$ cat config.mk
export PLATFORM = sky130hd
export DESIGN_NAME = multicycle_control
export DESIGN_NICKNAME = d
export VERILOG_FILES = /design/src/rtl/multicycle_control.sv
export SDC_FILE = /design/constraint.sdc
export NUM_CORES = 1
export LEC_CHECK = 0
export ABC_AREA = 0
export CAP_MARGIN = 20
export CORE_MARGIN = 2
export CORE_UTILIZATION = 42
export CTS_BUF_LIST = sky130_fd_sc_hd__clkbuf_2
export CTS_CLUSTER_DIAMETER = 120
export CTS_CLUSTER_SIZE = 28
export DETAILED_ROUTE_END_ITERATION = 12
export HOLD_SLACK_MARGIN = 0.05
export PLACE_DENSITY = 0.78
export SYNTH_ARGS = -nofsm -noshare
export SYNTH_HDL_FRONTEND = slang
export SYNTH_SLANG_ARGS = --single-unit
$ cat constraint.sdc
create_clock -name clk -period 1.63 [get_ports clk]
set_input_delay 0.326 -clock clk [delete_from_list [all_inputs] [get_ports clk]]
set_output_delay 0.326 -clock clk [all_outputs]
set_load 0.05 [all_outputs]
$ cat src/rtl/multicycle_control.sv
// multicycle_control: Moore main control FSM for the multicycle RV32I core.
// Sequences fetch/decode/execute/memory/writeback and drives datapath selects.
module multicycle_control (
  input  logic       clk,
  input  logic       rst_n,
  input  logic [6:0] opcode,
  input  logic [2:0] funct3,
  input  logic       alu_zero,
  input  logic       mem_ready,
  output logic [2:0] alu_op,
  output logic [1:0] alu_src_a,
  output logic [1:0] alu_src_b,
  output logic [1:0] result_src,
  output logic [2:0] imm_src,
  output logic       adr_src,
  output logic       mem_req,
  output logic       mem_write,
  output logic       pc_write,
  output logic       ir_write,
  output logic       reg_write,
  output logic       instr_retired,
  output logic       illegal_instr
);

  localparam logic [3:0] S_FETCH     = 4'd0;
  localparam logic [3:0] S_DECODE    = 4'd1;
  localparam logic [3:0] S_MEMADR    = 4'd2;
  localparam logic [3:0] S_MEMREAD   = 4'd3;
  localparam logic [3:0] S_MEMWB     = 4'd4;
  localparam logic [3:0] S_MEMWRITE  = 4'd5;
  localparam logic [3:0] S_EXECR     = 4'd6;
  localparam logic [3:0] S_EXECI     = 4'd7;
  localparam logic [3:0] S_ALUWB     = 4'd8;
  localparam logic [3:0] S_BRANCH    = 4'd9;
  localparam logic [3:0] S_JAL       = 4'd10;
  localparam logic [3:0] S_JALR_ADD  = 4'd11;
  localparam logic [3:0] S_JALR_MASK = 4'd12;
  localparam logic [3:0] S_JALR_LINK = 4'd13;
  localparam logic [3:0] S_LUI       = 4'd14;
  localparam logic [3:0] S_TRAP      = 4'd15;

  localparam logic [6:0] OP_LOAD   = 7'b0000011;
  localparam logic [6:0] OP_STORE  = 7'b0100011;
  localparam logic [6:0] OP_REG    = 7'b0110011;
  localparam logic [6:0] OP_IMM    = 7'b0010011;
  localparam logic [6:0] OP_BRANCH = 7'b1100011;
  localparam logic [6:0] OP_JAL    = 7'b1101111;
  localparam logic [6:0] OP_JALR   = 7'b1100111;
  localparam logic [6:0] OP_LUI    = 7'b0110111;
  localparam logic [6:0] OP_AUIPC  = 7'b0010111;
  localparam logic [6:0] OP_FENCE  = 7'b0001111;

  logic [3:0] state_q, state_d;
  logic       illegal_q, illegal_d;
  logic       req_c, wr_c, pcw_c, irw_c, rw_c, ret_c;

  // Next state and per-state datapath controls
  always_comb begin
    state_d    = state_q;
    alu_op     = 3'b000;
    alu_src_a  = 2'b00;
    alu_src_b  = 2'b00;
    result_src = 2'b00;
    adr_src    = 1'b0;
    req_c      = 1'b0;
    wr_c       = 1'b0;
    pcw_c      = 1'b0;
    irw_c      = 1'b0;
    rw_c       = 1'b0;
    ret_c      = 1'b0;
    unique case (state_q)
      S_FETCH: begin
        req_c      = 1'b1;
        alu_src_b  = 2'b10;
        result_src = 2'b10;
        irw_c      = mem_ready;
        pcw_c      = mem_ready;
        if (mem_ready) state_d = S_DECODE;
      end
      S_DECODE: begin
        alu_src_a = 2'b01;
        alu_src_b = 2'b01;
        unique case (opcode)
          OP_LOAD, OP_STORE: state_d = S_MEMADR;
          OP_REG:    state_d = S_EXECR;
          OP_IMM:    state_d = S_EXECI;
          OP_BRANCH: state_d = S_BRANCH;
          OP_JAL:    state_d = S_JAL;
          OP_JALR:   state_d = S_JALR_ADD;
          OP_LUI:    state_d = S_LUI;
          OP_AUIPC:  state_d = S_ALUWB;
          OP_FENCE: begin
            state_d = S_FETCH;
            ret_c   = 1'b1;
          end
          default:   state_d = S_TRAP;
        endcase
      end
      S_MEMADR: begin
        alu_src_a = 2'b10;
        alu_src_b = 2'b01;
        state_d   = (opcode == OP_STORE) ? S_MEMWRITE : S_MEMREAD;
      end
      S_MEMREAD: begin
        req_c   = 1'b1;
        adr_src = 1'b1;
        if (mem_ready) state_d = S_MEMWB;
      end
      S_MEMWB: begin
        result_src = 2'b01;
        rw_c       = 1'b1;
        ret_c      = 1'b1;
        state_d    = S_FETCH;
      end
      S_MEMWRITE: begin
        req_c   = 1'b1;
        wr_c    = 1'b1;
        adr_src = 1'b1;
        if (mem_ready) begin
          ret_c   = 1'b1;
          state_d = S_FETCH;
        end
      end
      S_EXECR: begin
        alu_src_a = 2'b10;
        alu_op    = 3'b010;
        state_d   = S_ALUWB;
      end
      S_EXECI: begin
        alu_src_a = 2'b10;
        alu_src_b = 2'b01;
        // ADDI imm[10] must not be read as the sub bit
        alu_op    = (funct3 == 3'b000) ? 3'b000 : 3'b010;
        state_d   = S_ALUWB;
      end
      S_ALUWB: begin
        rw_c    = 1'b1;
        ret_c   = 1'b1;
        state_d = S_FETCH;
      end
      S_BRANCH: begin
        alu_src_a = 2'b10;
        alu_op    = 3'b011;
        state_d   = S_FETCH;
        ret_c     = 1'b1;
        unique case (funct3)
          3'b000, 3'b101, 3'b111: pcw_c = alu_zero;
          3'b001, 3'b100, 3'b110: pcw_c = !alu_zero;
          default: begin
            ret_c   = 1'b0;
            state_d = S_TRAP;
          end
        endcase
      end
      S_JAL: begin
        alu_src_a = 2'b01;
        alu_src_b = 2'b10;
        pcw_c     = 1'b1;
        state_d   = S_ALUWB;
      end
      S_JALR_ADD: begin
        alu_src_a = 2'b10;
        alu_src_b = 2'b01;
        state_d   = S_JALR_MASK;
      end
      S_JALR_MASK: begin
        alu_src_a  = 2'b11;
        alu_src_b  = 2'b11;
        alu_op     = 3'b100;
        result_src = 2'b10;
        pcw_c      = 1'b1;
        state_d    = S_JALR_LINK;
      end
      S_JALR_LINK: begin
        alu_src_a  = 2'b01;
        alu_src_b  = 2'b10;
        result_src = 2'b10;
        rw_c       = 1'b1;
        ret_c      = 1'b1;
        state_d    = S_FETCH;
      end
      S_LUI: begin
        result_src = 2'b11;
        rw_c       = 1'b1;
        ret_c      = 1'b1;
        state_d    = S_FETCH;
      end
      default: state_d = S_TRAP;
    endcase
    illegal_d = illegal_q | (state_d == S_TRAP);
  end

  // Immediate format decoded from opcode in every state
  always_comb begin
    unique case (opcode)
      OP_STORE:          imm_src = 3'b001;
      OP_BRANCH:         imm_src = 3'b010;
      OP_LUI, OP_AUIPC:  imm_src = 3'b011;
      OP_JAL:            imm_src = 3'b100;
      default:           imm_src = 3'b000;
    endcase
  end

  // Strobes held off while reset is asserted
  assign mem_req       = req_c & rst_n;
  assign mem_write     = wr_c  & rst_n;
  assign pc_write      = pcw_c & rst_n;
  assign ir_write      = irw_c & rst_n;
  assign reg_write     = rw_c  & rst_n;
  assign instr_retired = ret_c & rst_n;
  assign illegal_instr = illegal_q;

  // State and sticky trap flag
  always_ff @(posedge clk or negedge rst_n) begin
    if (!rst_n) begin
      state_q   <= S_FETCH;
      illegal_q <= 1'b0;
    end else begin
      state_q   <= state_d;
      illegal_q <= illegal_d;
    end
  end

endmodule
==> out/results.txt, run 1 <==
Rows: 17
Global placement routability congestion: 0.954
Multiplexer area fraction after synthesis: 0%
CTS root buf: clkbuf_2
Max clock buf depth: 2
Die Height: 52.3 um
Largest family of logic cells by synthesized area: simple AND/OR/NAND/NOR gates
Initial Utilization: 44.3%
Asr flop ratio synth: 100%
Postcts setup bufs: 9
Sequential-to-total area share from yosys stat: 12.8%
TritonCTS buffer count: 3
Hold buffer count at CTS: 0
Flops & latches, synth: 5
Mapped Nets: 148
Cells after Synth: 134
Clock Sinks: 5
Netlist Area Pre-Place: 981 sq um
Outcome: stopped before the end
Top cells by area, synth: dfrtp_1 (13%), nand2_1 (5.4%), buf_6 (4.6%)
Dpl cell area: 2020 sq um
Stopped at: 4_1_cts
Yosys top cell area share: 12.8%
Netlist cell types: 52
Largest area contributor in the synthesized netlist: dfrtp_1
# resized after CTS: 54
H-tree depth: 1
Err: [ERROR DPL-0033] detailed placement checks failed during check placement.
Main synth FF type: dfrtp_1
Post-DP HPWL: 3.56 mm
Post-Synth Adder-Cell Area: 0%
Port buffer count: 33
I/O pin count: 34
Syn avg cell area: 7.32 sq um
Post-Synth Simple-Gate Area: 42.9%
Post-Synth XOR/XNOR Area: 3.57%
Chip width: 52.3 um
Synth Area in Compound Gates: 30.7%
Synth Warn #: 0
Post-synth EDFFs: 0
[synth_stat cells (all sizes together), types with 2 or more instances]
cell     n
nor3     8
o21ai    6
nand2b   5
a211oi   2
or3      5
xor2     2
nor4     2
a21oi    8
a41o     2
and4bb   2
clkbuf   4
o21a     3
nor2    10
nand2   15
nor3b    2
inv      2
o211ai   4
o22ai    3
o21bai   4
xnor2    2
nand3b   3
a31oi    3
or2b     2
dfrtp    5
buf      8
nor2b    6
[through the flow]
stage	utilization (%)	instances	worst slack, ns
detailed placement	91.3	233	-0.657
global placement	91.3	233	-0.569
floorplan	-	134	-0.255
[cells by family after synthesis]
family | count (synthesis)
flip-flops | 5
AO/OA/AOI/OAI | 43
XOR/XNOR | 4
buffers and inverters | 14
AND/OR/NAND/NOR | 68
==> run 2, diff against run 1 <==
Settings changed: CORE_AREA set to 2 2 63 65, CORE_MARGIN 2 to not set, CORE_UTILIZATION 42 to not set, CTS_BUF_LIST sky130_fd_sc_hd__clkbuf_2 to not set, CTS_CLUSTER_DIAMETER 120 to not set, CTS_CLUSTER_SIZE 28 to not set, DIE_AREA set to 0 0 65 67, HOLD_SLACK_MARGIN 0.05 to not set, PLACE_DENSITY 0.78 to not set, PLACE_DENSITY_LB_ADDON set to 0.15.
Clock period 1.63 ns to 2.1 ns, I/O delays scaled along.
==> run 2 against run 1 <==
Synthesized area unchanged. Synthesized cell count did not move. The run now ends clean.
==> out/results.txt, run 2 <==
DRT Pass-1 Iters: 6
CP cell instances: buf_12 > or3_4 > and3_4 > a31oi_4 > buf_12
Main synth FF type: dfrtp_1
Most common cell in the netlist: nand2_1
Reg2reg start: state_q[1]
FF-to-FF setup slack: 0.31 ns
Setup CP Type: reg2out
Area grow syn2layout: 103%
Most common cell after layout, fill and taps aside: buf_4
Top delay family on crit path: simple AND/OR/NAND/NOR gates
R2R depth: 5
Netlist cell types: 52 (unchanged)
Drt drc: 0
TritonCTS buffer count: 3 (unchanged)
Worst slew margin: 66.5%
Top cells by area, synth: dfrtp_1 (13%), nand2_1 (5.4%), buf_6 (4.6%)
Netlist Area Pre-Place: 981 sq um (unchanged)
Post-synth EDFFs: 0 (unchanged)
I/O pin count: 34 (unchanged)
Dpl cell area: 1840 sq um (-8.7%)
Largest net degree at the start of global routing: 19
Vias per std cell: 5.16
Largest register by flop count: state_q
Clock Sinks: 5 (unchanged)
WHS Path Cells: 1
Placed cell count: 241 (+3.4%)
Max reg flops: 4
Max rail drop VDD: 609 uV
Crit path launch type: flip-flop
Port buffer count: 33 (unchanged)
Switching share of power: 48.8%
Crit. Startpoint: state_q[3]
Final Hold Fails: 0
Global placement routability congestion: 0.831 (-13%)
Clock Power Share: 6.1%
Total power: 2.96 mW
Sequential-to-total area share from yosys stat: 12.8% (unchanged)
RSZ-0062 raised after global routing: yes
Core ar.: 3610 sq um
Share of cells above drive strength 1: 52.5%
Die Height: 67 um (+28%)
Net switching power: 1.44 mW
Slowest stage delay, CP: 0.40 ns
Die area: 4360 sq um
Final setup viols: 0
Vias in the first global route: 1302
CTS tree: yes
Flops & latches, synth: 5 (unchanged)
Fmax: 478 MHz
Post-DP HPWL: 2.73 mm (-23%)
Reg-to-Reg End: illegal_instr
Most frequent cells in the layout: buf_4 (40), buf_12 (21), nand2_1 (14)
Syn avg cell area: 7.32 sq um (unchanged)
DR iter-0 viols: 82
Minimum clock period: 2.09 ns
Met1 wire length: 1.56 mm
Highest routed layer: met4
Initial Utilization: 27.2% (-17 points)
Yosys top cell area share: 12.8% (unchanged)
WP data arrival: 1.67 ns
Buf/Inv on CP: 2
Setup total negative slack: 0 ns
Leakage: 0.841 nW
Wire length on met3: 77 um
Max-Cap Viols: 0
Chip width: 65 um (+24%)
Rows: 22 (+5)
Slew Viols, Final: 0
Routed Antenna Nets: 0
Synth top cells by count: nand2_1 (14), nor2_1 (10), a21oi_1 (8), nor3_1 (8)
Cells after Synth: 134 (unchanged)
Via count: 1291
Combinational fraction of design power: 87.2%
CP max-delay cell: dfrtp_1
Max clock buf depth: 2 (unchanged)
Worst-Margin Slew: 0.501 ns
Worst-Skew Late Latency: 0.22 ns
DRT Wirelength: 3.52 mm
Asr flop ratio synth: 100% (unchanged)
Final period utilization: 99.5%
Worst hold endpoint: illegal_instr
Post-Layout Cell Count: 250
Mean routed wirelength per cell: 14.1 um
CTS root buf: clkbuf_8
Grt ovf: 0
WP data required: 1.68 ns
Layout Nets: 217
Gr usage total: 17.1%
H-tree depth: 1 (unchanged)
Worst-path maximum fanout: 12
Largest area contributor in the synthesized netlist: dfrtp_1
Synth Warn #: 0 (unchanged)
Met2 WL: 1.86 mm
Final Skew: 0.00282 ns
Global-route wire length before repair: 5.99 mm
Antenna violations before repair: 0
Worst-path clk slew: 0.04 ns
Int Power: 1.51 mW
Worst hold path type: reg2reg
Mapped Nets: 148 (unchanged)
Hold Startpoint: illegal_instr
Critical Path End Type: output port
CP dominant cell by count: buf_12
Number of diodes: 0
Outcome: finished clean
Final instance area: 1990 sq um
Filler Cells Inserted: 347
Sequential power share: 6.7%
Pwr Density: 1490 nW/um^2
## run 2: cell counts after synthesis
Identical to the previous run, type by type.
## run 2: routing by layer
metal / vias up / GRT usage, %
met1: 628 / 21.1
met5: - / 0
met4: 0 / 4.52
met2: 25 / 31.7
met3: 4 / 1.35
li1: 634 / -
## run 2: timing repair
action / CTS / global route
pin swaps: 4 / 3
setup buffers: 2 / 3
endpoints found under the hold margin: 0 / 0
hold buffers: 0 / 0
setup endpoints to repair: 11 / 8
cloned: 0 / 0
resized for setup: 24 / 11
## run 2: cell type report
type	count	area (sq um)	area share, %
Sequential cell	5	126	6.35
Inverter	2	7.51	0.377
Multi-Input combinational cell	115	900	45.2
Timing Repair Buffer	76	851	42.8
Tap cell	48	60.1	3.02
Clock buffer	4	45.0	2.26
## run 2: how the worst max path moves through the flow
stage                          to  cells after the start
detailed placement     imm_src[1]                      5
CTS                      pc_write                      5
finish               alu_src_b[0]                      5
global route         alu_src_b[0]                      5
floorplan            alu_src_b[1]                      4
global placement    instr_retired                      6
## run 2: per-stage QoR
stage | worst slack [ns] | hold slack, ns | utilization (%)
floorplan | -0.120 | 0.124 | -
global placement | -0.219 | 0.466 | 51.1
detailed placement | -0.246 | 0.472 | 51.1
CTS | 0.00364 | 0.494 | 53.9
global route | -0.0383 | 0.522 | 55.2
finish | 0.00964 | 0.486 | 55.2
## run 2: power groups by stage
stage	clock network [mW]	logic [mW]	registers, mW
6_report	0.179	2.58	0.199
5_1_grt	0.192	2.74	0.207
4_1_cts	0.182	2.51	0.200
3_5_place_dp	0	2.42	0.206
3_3_place_gp	0	2.40	0.202
2_1_floorplan	0	1.31	0.193
## run 2: worst register-to-register path, stage by stage, from the launching register on
cell	delay, ns
dfrtp_2	0.45
buf_4	0.19
nand2_1	0.17
nor3b_1	0.09
or4_4	0.54
a41o_1	0.24
## run 2: cells by family after synthesis
kind of cell,after synthesis,share of synthesized area (%)
AOI/OAI and AO/OA,43,30.7
buffers and inverters,14,10.1
DFF,5,12.8
xor gates and xnor gates,4,3.57
and+or+nand+nor,68,42.9
No activity file was read; power rests on OpenSTA's default activity.
